===== config.mk =====
export PLATFORM = sky130hd
export DESIGN_NAME = sysid_timer_slave_flat
export DESIGN_NICKNAME = d
export VERILOG_FILES = /design/src/rtl/sysid_pkg.sv /design/src/rtl/sysid_timer_slave_if.sv /design/src/rtl/sysid_uptime_counter.sv /design/src/rtl/sysid_timer_slave.sv /design/src/flat_wrapper.sv
export SDC_FILE = /design/constraint.sdc
export NUM_CORES = 1
export LEC_CHECK = 0
export ABC_CLOCK_PERIOD_IN_PS = 2950
export CAP_MARGIN = 5
export CORE_ASPECT_RATIO = 1.25
export CORE_MARGIN = 5
export CORE_UTILIZATION = 52
export DETAILED_ROUTE_END_ITERATION = 6
export PLACE_DENSITY_LB_ADDON = 0.1
export SYNTH_ARGS = -nofsm -noshare
export SYNTH_HDL_FRONTEND = slang
export SYNTH_HIERARCHICAL = 1
export SYNTH_SLANG_ARGS = --single-unit

===== constraint.sdc =====
create_clock -name clock -period 2.95 [get_ports clock]
set_input_delay 0.295 -clock clock [delete_from_list [all_inputs] [get_ports clock]]
set_output_delay 0.295 -clock clock [all_outputs]
set_load 0.01 [all_outputs]

===== src/rtl/sysid_pkg.sv =====
// sysid_pkg: shared widths, register offsets and CONTROL/STATUS bit indices for the system-ID slave
package sysid_pkg;
    localparam int DATA_W = 32;
    localparam int ADDR_W = 3;
    localparam int CNT_W  = 64;

    localparam logic [ADDR_W-1:0] OFF_ID      = 3'd0;
    localparam logic [ADDR_W-1:0] OFF_TS      = 3'd1;
    localparam logic [ADDR_W-1:0] OFF_UP_LO   = 3'd2;
    localparam logic [ADDR_W-1:0] OFF_UP_HI   = 3'd3;
    localparam logic [ADDR_W-1:0] OFF_SCRATCH = 3'd4;
    localparam logic [ADDR_W-1:0] OFF_CAPS    = 3'd5;
    localparam logic [ADDR_W-1:0] OFF_STATUS  = 3'd6;
    localparam logic [ADDR_W-1:0] OFF_CONTROL = 3'd7;

    localparam int CTL_CLEAR    = 0;
    localparam int CTL_FREEZE   = 1;
    localparam int CTL_WRAP_CLR = 2;

    localparam int ST_WRAP   = 0;
    localparam int ST_FREEZE = 1;
endpackage


===== src/rtl/sysid_timer_slave_if.sv =====
// sysid_timer_slave_if: Avalon-MM slave bus bundle (pipelined reads, no waitrequest)
interface sysid_timer_slave_if;
    logic [sysid_pkg::ADDR_W-1:0]   address;
    logic                           read;
    logic                           write;
    logic [sysid_pkg::DATA_W-1:0]   writedata;
    logic [sysid_pkg::DATA_W/8-1:0] byteenable;
    logic [sysid_pkg::DATA_W-1:0]   readdata;
    logic                           readdatavalid;

    modport master (
        output address, read, write, writedata, byteenable,
        input  readdata, readdatavalid
    );

    modport slave (
        input  address, read, write, writedata, byteenable,
        output readdata, readdatavalid
    );
endinterface


===== src/rtl/sysid_uptime_counter.sv =====
// sysid_uptime_counter: prescaled 64-bit free-running uptime counter with clear, freeze and wrap pulse
module sysid_uptime_counter
    import sysid_pkg::*;
#(
    parameter int PRESCALE = 1
) (
    input  logic             clock,
    input  logic             reset,
    input  logic             clear,
    input  logic             freeze,
    output logic [CNT_W-1:0] count,
    output logic             wrap_pulse
);
    localparam int PW = (PRESCALE > 1) ? $clog2(PRESCALE) : 1;

    logic [PW-1:0]    r_pre;
    logic [CNT_W-1:0] r_count;
    logic             w_tick;

    assign w_tick     = !freeze && (r_pre == PW'(PRESCALE - 1));
    // clear suppresses the increment, so it also suppresses the wrap it would cause
    assign wrap_pulse = w_tick && !clear && (&r_count);
    assign count      = r_count;

    always_ff @(posedge clock or posedge reset) begin
        if (reset) begin
            r_pre   <= '0;
            r_count <= '0;
        end else if (clear) begin
            r_pre   <= '0;
            r_count <= '0;
        end else if (!freeze) begin
            r_pre <= w_tick ? '0 : r_pre + PW'(1);
            if (w_tick) r_count <= r_count + CNT_W'(1);
        end
    end
endmodule


===== src/rtl/sysid_timer_slave.sv =====
// sysid_timer_slave: Avalon-MM slave returning ID, timestamp, caps, scratch, status and a coherent
// 64-bit uptime (LO read latches HI into a shadow) through a READ_LATENCY-stage response pipeline.
module sysid_timer_slave
    import sysid_pkg::*;
#(
    parameter logic [DATA_W-1:0] ID_VALUE     = 32'h649C_C080,
    parameter logic [DATA_W-1:0] TIMESTAMP    = 32'd1,
    parameter logic [DATA_W-1:0] CAPS_VALUE   = 32'h0000_0001,
    parameter int                READ_LATENCY = 1,
    parameter int                PRESCALE     = 1
) (
    input logic                clock,
    input logic                reset,
    sysid_timer_slave_if.slave s
);
    logic [CNT_W-1:0]  w_count;
    logic              w_wrap_pulse;
    logic              w_wr_ctl;
    logic              w_clear;
    logic [DATA_W-1:0] w_status;
    logic [DATA_W-1:0] w_rdata;

    logic [DATA_W-1:0]       r_scratch;
    logic [DATA_W-1:0]       r_shadow;
    logic                    r_wrap;
    logic                    r_freeze;
    logic [DATA_W-1:0]       r_data [READ_LATENCY];
    logic [READ_LATENCY-1:0] r_vld;

    assign w_wr_ctl = s.write && (s.address == OFF_CONTROL);
    assign w_clear  = w_wr_ctl && s.writedata[CTL_CLEAR];

    sysid_uptime_counter #(.PRESCALE(PRESCALE)) u_cnt (
        .clock      (clock),
        .reset      (reset),
        .clear      (w_clear),
        .freeze     (r_freeze),
        .count      (w_count),
        .wrap_pulse (w_wrap_pulse)
    );

    always_comb begin
        w_status            = '0;
        w_status[ST_WRAP]   = r_wrap;
        w_status[ST_FREEZE] = r_freeze;
        case (s.address)
            OFF_ID:      w_rdata = ID_VALUE;
            OFF_TS:      w_rdata = TIMESTAMP;
            OFF_UP_LO:   w_rdata = w_count[DATA_W-1:0];
            OFF_UP_HI:   w_rdata = r_shadow;
            OFF_SCRATCH: w_rdata = r_scratch;
            OFF_CAPS:    w_rdata = CAPS_VALUE;
            OFF_STATUS:  w_rdata = w_status;
            default:     w_rdata = '0;
        endcase
    end

    always_ff @(posedge clock or posedge reset) begin
        if (reset) begin
            r_scratch <= '0;
            r_shadow  <= '0;
            r_wrap    <= 1'b0;
            r_freeze  <= 1'b0;
        end else begin
            if (s.write && s.address == OFF_SCRATCH)
                for (int b = 0; b < DATA_W / 8; b++)
                    if (s.byteenable[b]) r_scratch[8*b +: 8] <= s.writedata[8*b +: 8];
            if (s.read && s.address == OFF_UP_LO) r_shadow <= w_count[CNT_W-1:DATA_W];
            if (w_wr_ctl) r_freeze <= s.writedata[CTL_FREEZE];
            // a wrap arriving in the same cycle as a clear request must not be lost
            if (w_wrap_pulse) r_wrap <= 1'b1;
            else if (w_wr_ctl && (s.writedata[CTL_CLEAR] || s.writedata[CTL_WRAP_CLR])) r_wrap <= 1'b0;
        end
    end

    always_ff @(posedge clock or posedge reset) begin
        if (reset) begin
            r_vld <= '0;
            for (int k = 0; k < READ_LATENCY; k++) r_data[k] <= '0;
        end else begin
            r_vld[0]  <= s.read;
            r_data[0] <= s.read ? w_rdata : '0;
            for (int k = 1; k < READ_LATENCY; k++) begin
                r_vld[k]  <= r_vld[k-1];
                r_data[k] <= r_data[k-1];
            end
        end
    end

    assign s.readdata      = r_data[READ_LATENCY-1];
    assign s.readdatavalid = r_vld[READ_LATENCY-1];
endmodule

===== src/flat_wrapper.sv =====
// flat-port wrapper written by rule: the top's interface ports become plain ports
module sysid_timer_slave_flat import sysid_pkg::*;
#(
    parameter logic [DATA_W-1:0] ID_VALUE     = 32'h649C_C080,
    parameter logic [DATA_W-1:0] TIMESTAMP    = 32'd1,
    parameter logic [DATA_W-1:0] CAPS_VALUE   = 32'h0000_0001,
    parameter int                READ_LATENCY = 1,
    parameter int                PRESCALE     = 1
)
  (clock, reset, s_address, s_read, s_write, s_writedata, s_byteenable, s_readdata, s_readdatavalid);
  sysid_timer_slave_if s_i ();
  input logic clock;
  input logic reset;
  input wire logic [$bits(s_i.address)-1:0] s_address;
  input wire logic [$bits(s_i.read)-1:0] s_read;
  input wire logic [$bits(s_i.write)-1:0] s_write;
  input wire logic [$bits(s_i.writedata)-1:0] s_writedata;
  input wire logic [$bits(s_i.byteenable)-1:0] s_byteenable;
  output wire logic [$bits(s_i.readdata)-1:0] s_readdata;
  output wire logic [$bits(s_i.readdatavalid)-1:0] s_readdatavalid;
  assign s_i.address = s_address;
  assign s_i.read = s_read;
  assign s_i.write = s_write;
  assign s_i.writedata = s_writedata;
  assign s_i.byteenable = s_byteenable;
  assign s_readdata = s_i.readdata;
  assign s_readdatavalid = s_i.readdatavalid;
  sysid_timer_slave #(.ID_VALUE(ID_VALUE), .TIMESTAMP(TIMESTAMP), .CAPS_VALUE(CAPS_VALUE), .READ_LATENCY(READ_LATENCY), .PRESCALE(PRESCALE)) u_core (.clock(clock), .reset(reset), .s(s_i));
endmodule

==> results.py <==
metrics = {
    "outcome": {
        "run_status": "finished clean",
    },
    "synth": {
        "yosys_register_bits": 164,
        "synth_cell_type_count": 48,
        "sequential_area_share_after_synthesis_pct": 52.9,
        "synthesis.area_per_instance_um2": 10.5,
        "cells_after_synthesis": 737,
        "async_flop_share_pct": 100,
        "number_of_enable_type_register_cells_in_the_synthesized_netlist": 0,
        "yosys_warnings": 6,
        "synth_flop_cell": "sky130_fd_sc_hd__dfrtp_1",
        "syn_nets": 781,
        "syn-cell-area_um2": 7760,
    },
    "power": {
        "peakVddDrop_uv": 322,
        "power_density_nw_per_um2": 678,
        "cellLeakagePower_nw": 4.02,
    },
    "drt": {
        "wl_per_cell_um": 19.3,
        "routed_wirelength_um": 19700,
        "drt_pre_antenna_iters": 4,
        "number_of_nets_with_antenna_violations_after_detailed_routing": 0,
        "route.vias.total": 6036,
        "drt_iter0_drcs": 470,
        "routed_via_density": 5.91,
        "drc": 0,
    },
    "layout": {
        "antenna_cells_inserted": 0,
        "filler_cell_count": 1250,
        "syn2layout_area_growth_pct": 21.4,
        "finalCoreUtilization_pct": 63.5,
        "post_route_cells_drive_above_1_share_pct": 17.4,
        "final_nets": 871,
    },
    "job": {
        "max_cap_violations": 0,
    },
    "timing": {
        "rsz0062_at_grt": "no",
        "crit_share_post_route_pct": 94.6,
        "finalHoldViolations": 0,
        "skew_ns": 0.00912,
        "period_needed_ns": 2.79,
        "maxClockFrequency_mhz": 358,
        "max_slew_margin_pct": 41.6,
        "worstMarginPinSlew_ns": 0.876,
        "maxSlewViolCount": 0,
        "finalSetupTns_ns": 0,
        "finalSetupViolations": 0,
    },
    "placed_design": {
        "detailed_place_hpwl_um": 14400,
        "port_buffers": 75,
        "gp_congestion": 0.868,
    },
    "setup_path": {
        "critical_path_peak_fanout": 9,
        "end_kind": "flop",
        "worst_path_largest_cell_delay_ns": 0.60,
        "critPathTopFamily": "simple AND/OR/NAND/NOR gates",
        "crit_path_dat_ns": 3.10,
        "worstPathBufferInverterCount": 0,
        "crit_path_cell_trace": "ha_1 -> nand3_1 -> or4_1 -> or4_4 -> nor4_1 -> mux2_2",
        "critical_path_class": "reg -> reg",
        "crit_path_top_delay_cell": "sky130_fd_sc_hd__or4_1",
        "worst_setup_path_start_kind": "flop",
        "timing.critical_path.required_ns": 3.26,
    },
    "floorplan": {
        "die_x_um": 119,
        "dieArea_um2": 17500,
        "io-pin-count": 76,
        "initial_core_util_pct": 52.3,
        "core.rowCount": 50,
        "fp.dieH_um": 147,
        "coreArea_um2": 14800,
    },
    "grt": {
        "number_of_antenna_violations_at_the_first_check_in_global_routing": 0,
        "grt.total_usage_pct": 23.6,
        "grt_first_pass_wirelength_um": 32700,
        "remaining_overflow_grt": 0,
        "grt_pass1_vias": 6007,
        "pin_count_of_the_biggest_net_entering_global_routing": 66,
    },
    "clock_tree": {
        "hold_buffers": 0,
        "clock_sinks": 164,
        "worstSkewPairLatency_ns": 0.42,
        "cts.path.max_buffers": 2,
        "cts-buffers-inserted": 17,
        "clk_transition_reported_paths_ns": 0.07,
        "clk_root_buffer_cell": "sky130_fd_sc_hd__clkbuf_16",
        "cts.htree.levels": 4,
        "tritoncts": "built",
    },
    "worst_hold_path": {
        "hp-class": "in -> reg",
    },
}
worst register-to-register path: cells and delay by family (launching register included):
family / cells / cell delay, ns
muxes: 1 / 0.38
adders and majority gates: 1 / 0.23
DFF: 1 / 0.42
and+or+nand+nor: 4 / 1.65
repair_timing:
action	in CTS	in global routing
buffers inserted	0	0
setup endpoints to repair	0	4
resized for setup	0	1
worst paths after layout:
kind	to	slack (ns)	startpoint	cells past startpoint
max reg2reg	u_core/u_cnt/count[48]	0.16	u_core/u_cnt/count[0]	6
min reg2reg	u_core/r_shadow[25]	0.50	u_core/r_shadow[25]	1
max in group asynchronous	u_core/u_cnt/count[52]	1.84	reset	3
max	u_core/u_cnt/count[48]	0.16	u_core/u_cnt/count[0]	6
min	u_core/s.readdata[26]	0.37	s_address[0]	5
min in group asynchronous	u_core/r_scratch[4]	0.38	reset	2
state kept, by name (all words and copies together) (netlist names):
| name | flops |
|---|---|
| u_core/r_freeze | 1 |
| u_core/r_shadow | 32 |
| u_core/r_scratch | 32 |
| u_core/u_cnt/r_pre | 1 |
| u_core/s.readdatavalid | 1 |
| u_core/s.readdata | 32 |
| u_core/u_cnt/count | 64 |
| u_core/r_wrap | 1 |
cells by family (layout without fill, tap and decap cells):
logic type	Yosys count	in the layout	synth area share [%]
fa+ha+maj	1	1	0.161
simple gates	281	281	18.9
mux	91	91	12.9
flops	164	164	52.9
compound gates	115	115	8.40
xor+xnor	30	30	3.39
buf+inv	55	158	3.40
layer usage:
metal	share of wire [%]	global-route usage, %	wire length [um]
met1	44	32.6	8710
met5	0	0	0
met3	5.0	4.77	976
met4	2.4	8.06	463
met2	48	37.3	9540
final cells by class:
class | instances | area (um2) | share of cell area, %
Timing Repair Buffer | 107 | 1020 | 10.9
Clock inverter | 13 | 160 | 1.70
Sequential cell | 164 | 4100 | 43.6
Inverter | 19 | 73.8 | 0.784
Clock buffer | 19 | 433 | 4.60
Tap cell | 182 | 228 | 2.42
Multi-Input combinational cell | 518 | 3400 | 36.1
cells in the final DEF (no fill, tap or decap), types with 5 or more instances in the layout:
| cell type | instances |
|---|---|
| sky130_fd_sc_hd__o21ai_0 | 16 |
| sky130_fd_sc_hd__and3_1 | 5 |
| sky130_fd_sc_hd__dfrtp_1 | 164 |
| sky130_fd_sc_hd__nor2b_1 | 20 |
| sky130_fd_sc_hd__nor3_1 | 11 |
| sky130_fd_sc_hd__clkbuf_16 | 17 |
| sky130_fd_sc_hd__buf_4 | 29 |
| sky130_fd_sc_hd__xor2_1 | 18 |
| sky130_fd_sc_hd__or4_1 | 15 |
| sky130_fd_sc_hd__mux2i_1 | 20 |
| sky130_fd_sc_hd__o21bai_1 | 10 |
| sky130_fd_sc_hd__nand2_1 | 38 |
| sky130_fd_sc_hd__mux2_2 | 68 |
| sky130_fd_sc_hd__o31ai_1 | 11 |
| sky130_fd_sc_hd__nor2_1 | 90 |
| sky130_fd_sc_hd__nand3_1 | 22 |
| sky130_fd_sc_hd__a21oi_1 | 70 |
| sky130_fd_sc_hd__nand4_1 | 28 |
| sky130_fd_sc_hd__inv_1 | 17 |
| sky130_fd_sc_hd__clkdlybuf4s50_1 | 74 |
| sky130_fd_sc_hd__nor4_1 | 10 |
| sky130_fd_sc_hd__xnor2_1 | 12 |
| sky130_fd_sc_hd__or3_1 | 17 |
where the power goes:
part / switching (W) / internal, W / leakage (nW)
Clock: 0.000889 / 0.00133 / 0.287
Sequential: 0.000446 / 0.00270 / 2.12
Combinational: 0.000471 / 0.000552 / 1.61
Total: 0.00181 / 0.00458 / 4.02
cells in the mapped netlist (all sizes together), types with 2 or more instances:
cell type	number	area share (%)
o21bai	10	0.97
or3	17	1.4
nor3	12	0.92
o31ai	11	1.1
or4	16	1.5
o21ai	16	1.0
buf	19	1.7
xnor2	12	1.4
nand3	22	1.4
and2	3	0.24
nor4	10	0.81
xor2	18	2.0
nand2	42	2.2
inv	19	0.92
nand4	29	2.4
or2	3	0.24
mux2i	20	2.6
and4	4	0.45
mux2	71	10
nand4b	2	0.23
nand3b	2	0.19
and3	5	0.40
a21oi	70	4.5
dfrtp	164	53
clkbuf	17	0.82
nor2	91	4.4
nor2b	20	1.6
per-stage QoR:
step,std cells,hold slack (ns),instance area [um2],worst slack [ns],power [W]
floorplan,737,0.326,7760,0.0646,0.00373
global placement,990,0.473,8820,0.139,0.00414
detailed placement,990,0.483,8820,0.0694,0.00420
CTS,1022,0.358,9420,0.0684,0.00644
global route,1022,0.405,9420,0.0665,0.00673
finish,1022,0.369,9420,0.160,0.00639
Power figures use the tool's default switching activity.
